==> config.mk <==
export PLATFORM = sky130hd
export DESIGN_NAME = step_input_conditioner
export DESIGN_NICKNAME = d
export VERILOG_FILES = /design/src/rtl/step_input_conditioner.sv
export SDC_FILE = /design/constraint.sdc
export NUM_CORES = 1
export LEC_CHECK = 0
export ABC_AREA = 0
export BUFFER_PORTS_ARGS = -buffer_cell sky130_fd_sc_hd__buf_2
export CORE_AREA = 3 3 40 42
export DETAILED_ROUTE_END_ITERATION = 8
export DIE_AREA = 0 0 43 45
export PLACE_DENSITY = 0.69
export RECOVER_POWER = 50
export SETUP_SLACK_MARGIN = 0.5
export SLEW_MARGIN = 10
export SYNTH_ARGS = -nofsm -noshare
export SYNTH_HDL_FRONTEND = slang
export SYNTH_SLANG_ARGS = --single-unit
export TNS_END_PERCENT = 50
==> constraint.sdc <==
create_clock -name clk -period 2.7 [get_ports clk]
set_clock_uncertainty 0.2 [all_clocks]
set_input_delay 0.54 -clock clk [delete_from_list [all_inputs] [get_ports clk]]
set_output_delay 0.54 -clock clk [all_outputs]
set_load 0.03 [all_outputs]
==> src/rtl/step_input_conditioner.sv <==
// Push-button synchronizer, debouncer and step-pulse generator with
// hold-to-auto-repeat; drives the event counter's increment enable.
module step_input_conditioner #(
  parameter int SYNC_STAGES     = 2,
  parameter int DEBOUNCE_CYCLES = 4,
  parameter int REPEAT_DELAY    = 8,
  parameter int REPEAT_PERIOD   = 4
) (
  input  logic       clk,
  input  logic       rst,
  input  logic       btn_in,
  input  logic       repeat_en,
  output logic       step_pulse,
  output logic       btn_level,
  output logic [1:0] state_o
);

  localparam int DB_W =
    (DEBOUNCE_CYCLES > 1) ? $clog2(DEBOUNCE_CYCLES) : 1;
  localparam int TMR_MAX =
    (REPEAT_DELAY > REPEAT_PERIOD) ? REPEAT_DELAY : REPEAT_PERIOD;
  localparam int TMR_W = $clog2(TMR_MAX);

  localparam logic [DB_W-1:0] DB_LAST =
    DB_W'(DEBOUNCE_CYCLES - 1);
  localparam logic [TMR_W-1:0] DLY_LAST =
    TMR_W'(REPEAT_DELAY - 1);
  localparam logic [TMR_W-1:0] PER_LAST =
    TMR_W'(REPEAT_PERIOD - 1);

  typedef enum logic [1:0] {
    IDLE   = 2'd0,
    HELD   = 2'd1,
    REPEAT = 2'd2
  } state_t;

  logic [SYNC_STAGES-1:0] sync_r;
  logic                   sync_q;
  logic [DB_W-1:0]        db_cnt;
  logic                   differ;
  logic                   flip;
  logic                   rise;
  logic                   fall;

  state_t          state;
  state_t          state_d;
  logic [TMR_W-1:0] timer;
  logic [TMR_W-1:0] timer_d;
  logic            pulse_d;

  assign sync_q = sync_r[SYNC_STAGES-1];

  always_ff @(posedge clk) begin
    if (rst) begin
      sync_r <= '0;
    end else begin
      sync_r <= {sync_r[SYNC_STAGES-2:0], btn_in};
    end
  end

  // Level flips on the edge that completes the stable run, so the
  // FSM sees rise/fall combinationally on that same edge.
  assign differ = (sync_q != btn_level);
  assign flip   = differ && (db_cnt == DB_LAST);
  assign rise   = flip && !btn_level;
  assign fall   = flip && btn_level;

  always_ff @(posedge clk) begin
    if (rst) begin
      db_cnt    <= '0;
      btn_level <= 1'b0;
    end else if (flip) begin
      db_cnt    <= '0;
      btn_level <= ~btn_level;
    end else if (differ) begin
      db_cnt    <= db_cnt + 1'b1;
    end else begin
      db_cnt    <= '0;
    end
  end

  always_ff @(posedge clk) begin
    if (rst) begin
      state      <= IDLE;
      timer      <= '0;
      step_pulse <= 1'b0;
    end else begin
      state      <= state_d;
      timer      <= timer_d;
      step_pulse <= pulse_d;
    end
  end

  // Release outranks expiry, and a dropped repeat_en outranks expiry.
  always_comb begin
    state_d = state;
    timer_d = timer;
    pulse_d = 1'b0;
    unique case (state)
      IDLE: begin
        timer_d = '0;
        if (rise) begin
          pulse_d = 1'b1;
          state_d = HELD;
        end
      end
      HELD: begin
        if (fall) begin
          state_d = IDLE;
          timer_d = '0;
        end else if (!repeat_en) begin
          timer_d = '0;
        end else if (timer == DLY_LAST) begin
          pulse_d = 1'b1;
          timer_d = '0;
          state_d = REPEAT;
        end else begin
          timer_d = timer + 1'b1;
        end
      end
      REPEAT: begin
        if (fall) begin
          state_d = IDLE;
          timer_d = '0;
        end else if (!repeat_en) begin
          state_d = HELD;
          timer_d = '0;
        end else if (timer == PER_LAST) begin
          pulse_d = 1'b1;
          timer_d = '0;
        end else begin
          timer_d = timer + 1'b1;
        end
      end
      default: begin
        state_d = IDLE;
        timer_d = '0;
      end
    endcase
  end

  assign state_o = state;

endmodule

==> run metrics, run 1 <==
Final Max Slew Viols=0; Avg Vias per Cell=between 5 and 6; WL/cell=11.09 um; Synth top area share=36.90%; share of cells above drive strength 1=18.31%; Die Ht=between 40 and 50 um; kind of critical path=flip-flop to flip-flop; fmax=slightly below 0.6 GHz; sequential power share=53.2%; CTS buffer count=3; crit path time final=1.680 ns; P_sw=a little under 0.08 mW; Post-Place Cells=82; row count=13; Post-CTS Resized=0; Setup crit start kind=flip-flop; CTS tree=built; grt met1 use=15.33%; Setup Buffers After CTS=0; FF+latch count, synth=11; Initial Utilization=46.45%; global-route wire length before repair=1.683 mm; IO buf count=7; hpwl dp=729.4 um; Worst Tran Pin Value=approximately 0.46 ns; final hold viol count=0; total congestion overflow=0; pwr/cell area=481.5 nW/um2; clock power share=35.6%; Comb pwr share=11.2%; asr flop ratio synth=0%; diodes inserted=0; CP required=around 2.7 ns; met3 Use GR=under 10%; largest net degree at the start of global routing=13; max-cap violations=0; dpl ws=about 1.1 ns; Area Overhead vs Synth=10.48%; clock root buffer=clkbuf_4; Netlist cell types=25; Internal=0.2382 mW; Syn Inst Count=61; total nets after synthesis=74; # IOs=8; Post-synth EDFFs=0; GPL Wtd Cong=between 0.7 and 0.8; Leak=around 0.29 nW; CTS sink cnt=11; design area=659.4 um2; Max Root-Sink Buffers=2; Residual DRC=0; met2 usage=between 15 and 20%; final wirelength=954 um; final core utilization=51.31%; Yosys top cell by area=dfxtp_1; Worst IR Drop VDD=289.1 uV; Most Crowded Layer GR=met2; placed instance area=646.9 um2; Synth Warn #=0; RSZ-0062 raised after global routing=no; gr usage total=11.61%; area of the die=~1900 um2; width of the die=43 um; vias in the first global route=407; DRT Pass-1 Iters=4; Final period util=between 60% and 70%; Non-Filler Instances=86; Arr. time, crit path=1.64 ns; CP Max Fanout=7; cell with the most instances after synthesis=dfxtp_1; fin nets=85; Clk pin slew, worst setup/hold paths=about 0.070 ns; register area share after synthesis=36.90%; final setup vio count=0; setup ws final=roughly 1.0 ns; Vias=approximately 440; antenna viol nets, final=0; hold_buf cts=0; slew margin rel.=69.14%; CTS H-tree depth=1; mapped cell area=596.8 um2; initial antenna violation count=0; worst hold-check path type=flip-flop to flip-flop; Skew-Pair Late Insertion Delay=0.27 ns; Crit. End Element=flip-flop; Initial DRC Count=7; ys flop type=dfxtp_1; Avg Inst Size Synth=9.784 um2; top post-synthesis cells by area=dfxtp_1 37%, ha_1 19%, inv_1 3.8%, nand3_2 3.4%, nand3b_4 3.4%; CORE AREA=1285 um2; outcome=complete, no violations; Post-synth top cells=11 x dfxtp_1, 9 x ha_1, 6 x inv_1; Net Sw Frac=24.99%; setup_tns=0 ns
[cells by family after synthesis]
group | count (synthesis) | synth area share [%]
AO/OA/AOI/OAI | 6 | 6.079
XOR/XNOR | 1 | 1.468
AND/OR/NAND/NOR | 25 | 28.09
adder cells (fa/ha/maj) | 9 | 18.87
buffers and inverters | 7 | 4.402
flip-flops | 11 | 36.90
multiplexers | 2 | 4.192
[final cells by class]
class,instances,area [um2]
Inverter,6,22.52
Fill cell,131,625.6
Clock buffer,4,26.28
Timing Repair Buffer,7,33.78
Sequential cell,11,220.2
Multi-Input combinational cell,43,337.8
Tap cell,15,18.77
[metrics by stage]
step	hold slack, ns	total power [mW]
floorplan	0.1974	0.1990
global placement	0.2059	0.2083
detailed placement	0.2160	0.2091
CTS	0.2264	0.3231
global route	0.2630	0.3323
finish	0.2191	0.3175
[worst max-delay path, stage by stage, from the launching register on]
cell      delay, ns
dfxtp_1        0.33
ha_1           0.22
nand3b_1       0.23
nand3_2        0.19
nand3_2        0.11
mux2_4         0.30
[power by group through the flow]
stage | registers, mW | clock network (mW) | logic (mW)
floorplan | 0.176 | 0 | 0.0233
global route | 0.170 | 0.123 | 0.0399
detailed placement | 0.173 | 0 | 0.0362
global placement | 0.173 | 0 | 0.0356
finish | 0.169 | 0.113 | 0.0355
CTS | 0.169 | 0.118 | 0.0363
[flip-flops by register name (all words and copies together), names as in the netlist]
| register | cells |
|---|---|
| btn_level | 1 |
| step_pulse | 1 |
| sync_r | 2 |
| state_o | 2 |
| timer | 3 |
| db_cnt | 2 |
[routing by layer]
layer,vias to the layer above,wire length (um)
li1,231,-
met1,202,468
met3,4,38
met2,7,435
met4,0,12
met5,-,0
[placed cells by master (no fill, tap or decap), types with 2 or more instances in the layout]
master,synthesis,layout
nor2b_1,2,2
nand3_2,2,2
buf_2,0,6
clkbuf_1,1,2
nor2_1,5,5
nand2b_1,2,2
nand2_1,2,2
clkbuf_4,0,3
nand3_1,3,3
nand4_1,2,2
a21oi_1,2,2
inv_1,6,6
ha_1,9,9
o22ai_1,2,2
dfxtp_1,11,11
[path summary, 6_finish.rpt]
| check | from | to | slack (ns) | cells after the start |
|---|---|---|---|---|
| min | db_cnt[0] | db_cnt[0] | 0.22 | 1 |
| min reg2reg | db_cnt[0] | db_cnt[0] | 0.22 | 1 |
| max reg2reg | db_cnt[0] | state_o[0] | 1.02 | 5 |
| max | db_cnt[0] | state_o[0] | 1.02 | 5 |
No activity file was read; power rests on OpenSTA's default activity.
==> inputs of run 2 (changes only) <==
Clock period 2.7 ns to 1.7 ns, I/O delays scaled along.
==> run 2 against run 1 <==
Against the previous run:
- clock power increased by 55%
- global-route usage increased by 2.3 points
- first-iteration DRC count decreased by 71%
- hold slack got worse by 0.14 ns
- combinational power increased by 94%
- sequential share of layout area decreased by 4.3 points
- largest cell class unchanged
- largest power group unchanged
==> run metrics, run 2 (synthesized netlist as in run 1, its figures left out) <==
outcome=complete, no violations; DRT Pass-1 Iters=4; diodes inserted=0; WL/cell=between 10 and 15 um; Hold WS=0.08408 ns; crit path cell chain=inv_2 > ha_2 > a21oi_1 > nor3_1 > mux2_4; fin nets=88; row count=13; Initial Utilization=46.45%; placed instance area=roughly 700 um2; Pwr Total=just over 0.5 mW; clock root buffer=clkbuf_4; largest net degree at the start of global routing=13; CTS buffer count=3; Avg Vias per Cell=approximately 5.3; commonest cells after routing, fill and taps aside=6 x dfxtp_1, 5 x nor2_1, 4 x inv_1, 4 x ha_4, 4 x buf_4; max-cap violations=0; Initial DRC Count=2; CTS sink cnt=11; Final period util=around nine tenths; IO buf count=7; slew margin rel.=69.74%; GPL Wtd Cong=slightly below 0.8; Clk pin slew, worst setup/hold paths=about 0.07 ns; Filler Cells Inserted=107; initial antenna violation count=0; CTS tree=built; share of cells above drive strength 1=43.24%; area of the die=1935 um2; setup_tns=0 ns; hpwl dp=847.4 um; commonest non-fill, non-tap cell in the layout=dfxtp_1; Area Overhead vs Synth=33.12%; kind of critical path=flip-flop to flip-flop; CORE AREA=between 1000 and 1500 um2; Worst IR Drop VDD=355.3 uV; Arr. time, crit path=1.51 ns; Final Max Slew Viols=0; Slowest-stage cell, CP=dfxtp_1; Skew-Pair Late Insertion Delay=roughly 0.26 ns; Most flops, register=timer; hold_buf cts=0; CP Max Fanout=5; final core utilization=61.83%; antenna viol nets, final=0; Worst Tran Pin Value=0.4540 ns; CTS H-tree depth=1; total congestion overflow=0; vias in the first global route=491; Setup crit start kind=flip-flop; final hold viol count=0; fmax=0.6443 GHz; crit path time final=1.552 ns; Worst path max stage delay=0.47 ns; Die Ht=45 um; design area=794.5 um2; global-route wire length before repair=1.959 mm; Leak=0.3407 nW; gr usage total=13.87%; Crit. End Element=flip-flop; width of the die=43 um; # IOs=8; RSZ-0062 raised after global routing=yes; Residual DRC=0; Max Root-Sink Buffers=2; Vias=468; final wirelength=1.156 mm; final setup vio count=0; max reg flops=3; worst hold-check path type=primary input to flip-flop; pwr/cell area=645.0 nW/um2; CP required=1.66 ns
-- run 2: cell types whose count changed in the layout (fill, tap and decap cells not counted), moves of 2 or more --
cell	change
buf_2	-3
ha_1	-6
dfxtp_1	-5
nand3_4	+2
buf_4	+4
ha_4	+4
inv_1	-2
dfxtp_2	+3
dfxtp_4	+2
inv_2	+2
ha_2	+2
-- run 2: metal layers --
| metal | GRT usage (%) | up-vias | wire length (um) |
|---|---|---|---|
| met1 | 13.14 | 221 | 486 |
| li1 | - | 237 | - |
| met2 | 27.25 | 8 | 612 |
| met5 | 0 | - | 0 |
| met3 | 3.586 | 2 | 43 |
| met4 | 7.229 | 0 | 14 |
-- run 2: per-stage QoR --
stage	cells	setup WS, ns
3_3_place_gp	82	0.2216
3_5_place_dp	82	0.1780
5_1_grt	89	0.05578
2_1_floorplan	61	0.2539
6_report	89	0.1479
4_1_cts	88	0.1992
-- run 2: path summary, 6_finish.rpt --
kind | start | slack (ns) | depth (start not counted) | end
worst min register to register | sync_r[0] | 0.24 | 1 | sync_r[1]
worst max register to register | state_o[1] | 0.15 | 5 | state_o[0]
worst min-delay path | btn_in | 0.08 | 2 | sync_r[0]
worst max-delay path | state_o[1] | 0.15 | 5 | state_o[0]
-- run 2: repair_timing --
| action | CTS | global route |
|---|---|---|
| gates resized for setup | 8 | 4 |
| endpoints found under the hold margin | 0 | 0 |
| pin swaps | 3 | 4 |
| endpoints found under the setup margin | 12 | 12 |
| buffers inserted | 2 | 1 |
-- run 2: report_power, final --
group / switching (mW) / internal (mW)
Clock: 0.0845 / 0.0907
Combinational: 0.0393 / 0.0296
Sequential: 0.00598 / 0.262
-- run 2: worst max-delay path, delay by kind of cell (launching register included) --
kind                       cells  cell delay (ns)
DFF                            1             0.47
adders and majority gates      1             0.19
and+or+nand+nor                1             0.07
AOI/OAI and AO/OA              1             0.15
muxes                          1             0.28
buffers and inverters          1             0.07
-- run 2: area by class of cell --
cell class	count	area (um2)	share of cell area (%)
Inverter	6	22.52	2.835
Multi-Input combinational cell	43	431.7	54.33
Timing Repair Buffer	10	63.81	8.031
Clock buffer	4	26.28	3.307
Tap cell	15	18.77	2.362
Sequential cell	11	231.5	29.13
==> inputs of run 3 (changes only) <==
Settings changed: ABC_AREA 0 to 1, CORE_AREA 3 3 40 42 to default, CORE_MARGIN from default to 3, CORE_UTILIZATION from default to 50, DIE_AREA 0 0 43 45 to default, PLACE_DENSITY 0.69 to 0.74, REMOVE_ABC_BUFFERS from default to 1.
==> run 3 against run 2 <==
Against the previous run:
- design area is 9.6% higher
- largest power group is now combinational cells
- critical path type is now flip-flop to output pin
- critical endpoint is now btn_level
- highest routed layer is now met3
- critical path depth is 4 lower
- hold slack worse by 0.0034 ns
- sequential share of layout area is 2.1 points lower
- wire length is 27% higher
- area after synthesis is 13% higher
==> run metrics, run 3 <==
Hold WS=0.08072 ns; register-to-register setup slack=0.23 ns; CP Buf/Inv Count=1; Most flops, register=timer; kind of critical path=flip-flop to output pin; Synth Warn #=0; CP Max Fanout=4; Yosys top cell by area=dfxtp_1; worst hold-check path type=primary input to flip-flop; Skew-Pair Late Insertion Delay=0.26 ns; cell with the most instances after synthesis=inv_1; DRT Pass-1 Iters=4; Setup crit start kind=flip-flop; final hold viol count=0; crit path cell chain=clkbuf_1; antenna viol nets, final=0; outcome=complete, no violations; Initial DRC Count=10; Initial Utilization=between 50% and 60%; area of the die=about 1800 um2; vias in the first global route=552; Vias=a little over 600; CTS H-tree depth=1; RSZ-0062 raised after global routing=yes; Final Max Slew Viols=0; Final period util=between 90% and 100%; hold_buf cts=0; CORE AREA=1186 um2; total congestion overflow=0; CTS buffer count=3; Top delay family on crit path=flip-flops; Max Root-Sink Buffers=2; register area share after synthesis=32.71%; top post-synthesis cells by area=dfxtp_1 33%, ha_1 17%, inv_1 11%, nand2_1 8.4%, nand3_1 5.9%; IO buf count=7; crit path time final=1.549 ns; Worst IR Drop VDD=slightly above 900 uV; commonest cells after routing, fill and taps aside=17 x inv_1, 13 x nand2_1, 9 x nor2_1; final setup vio count=0; Avg Inst Size Synth=7.397 um2; global-route wire length before repair=2.339 mm; FF+latch count, synth=11; Area Overhead vs Synth=29.37%; R2R cell count=5; max-cap violations=0; max reg flops=3; Crit. End Element=output pin; fin nets=119; CP required=1.16 ns; Leak=0.3705 nW; Worst Tran Pin Value=between 0.3 and 0.4 ns; diodes inserted=0; clock root buffer=clkbuf_4; CTS tree=built; Residual DRC=0; HP Start=btn_in; initial antenna violation count=0; Slowest-stage cell, CP=dfxtp_1; hold path cells=3; Netlist cell types=17; row count=12; WL/cell=roughly 12 um; FF-to-FF Start=timer[0]; share of cells above drive strength 1=a little over a third; Syn Inst Count=approximately 90; Synth top area share=roughly a third; # IOs=8; pwr/cell area=1119 nW/um2; GPL Wtd Cong=0.8916; Post-synth EDFFs=0; Post-synth top cells=19 x inv_1, 15 x nand2_1, 11 x dfxtp_1; width of the die=42.69 um; final core utilization=73.42%; final wirelength=~1.5 mm; setup_tns=0 ns; hpwl dp=954.8 um; Hold Path End=sync_r[0]; mapped cell area=673.1 um2; Die Ht=42.69 um; asr flop ratio synth=0%; reg2reg end=timer[1]; fmax=0.6456 GHz; Pwr Total=0.9741 mW; Worst path max stage delay=between 0.4 and 0.5 ns; Arr. time, crit path=1.01 ns; ys flop type=dfxtp_1; CTS sink cnt=11; Avg Vias per Cell=5.160; Clk pin slew, worst setup/hold paths=0.07 ns; gr usage total=between 10% and 20%; slew margin rel.=between 70 and 80%; largest net degree at the start of global routing=8; commonest non-fill, non-tap cell in the layout=inv_1
==> run 3: worst max path at each step <==
stage,start,endpoint,slack [ns],cells past startpoint
floorplan,state_o[0],state_o[0],0.11,8
global placement,timer[0],timer[0],0.19,7
detailed placement,timer[0],state_o[1],0.16,9
CTS,timer[0],timer[0],0.29,7
global route,btn_level,btn_level,0.11,1
finish,btn_level,btn_level,0.15,1
==> run 3: layout make-up <==
cell class / instances / area [um2]
clock buffers: 4 / 26.28
fillers: 89 / 315.3
inverters: 21 / 78.83
multi-input cells: 59 / 462.9
flip-flops and latches: 11 / 235.2
well taps: 14 / 17.52
repair buffers: 10 / 50.05
==> run 3: power by group <==
group          switching [mW]  internal (mW)  total, mW
Combinational           0.300          0.171      0.470
Clock                  0.0822         0.0906      0.173
Sequential             0.0337          0.297      0.331
==> run 3: metrics by stage <==
step           setup slack (ns)  cell area, um2  std cells
6_report                 0.1512           870.8        119
5_1_grt                  0.1123           870.8        119
4_1_cts                  0.2931           845.8        119
3_5_place_dp             0.1626           725.7        112
3_3_place_gp             0.1902           725.7        112
2_1_floorplan            0.1063           673.1         91
==> run 3: repair_timing <==
| action | 4_1_cts | 5_1_grt |
|---|---|---|
| setup buffers | 3 | 0 |
| endpoints found under the setup margin | 11 | 11 |
| gates resized for setup | 20 | 16 |
| hold endpoints to repair | 0 | 0 |
| pin swaps | 4 | 6 |
==> run 3: layer usage <==
layer | wire, um | up-vias | track usage [%]
met5 | 0 | - | 0
li1 | - | 312 | -
met3 | 49 | 0 | 5.085
met2 | 731 | 9 | 29.94
met1 | 683 | 293 | 19.64
met4 | 0 | 0 | 0
==> run 3: logic make-up after synthesis <==
| logic type | synth area share, % |
|---|---|
| AND/OR/NAND/NOR | 32.90 |
| buffers and inverters | 11.71 |
| flip-flops | 32.71 |
| adder cells (fa/ha/maj) | 16.73 |
| AO/OA/AOI/OAI | 4.647 |
| XOR/XNOR | 1.301 |
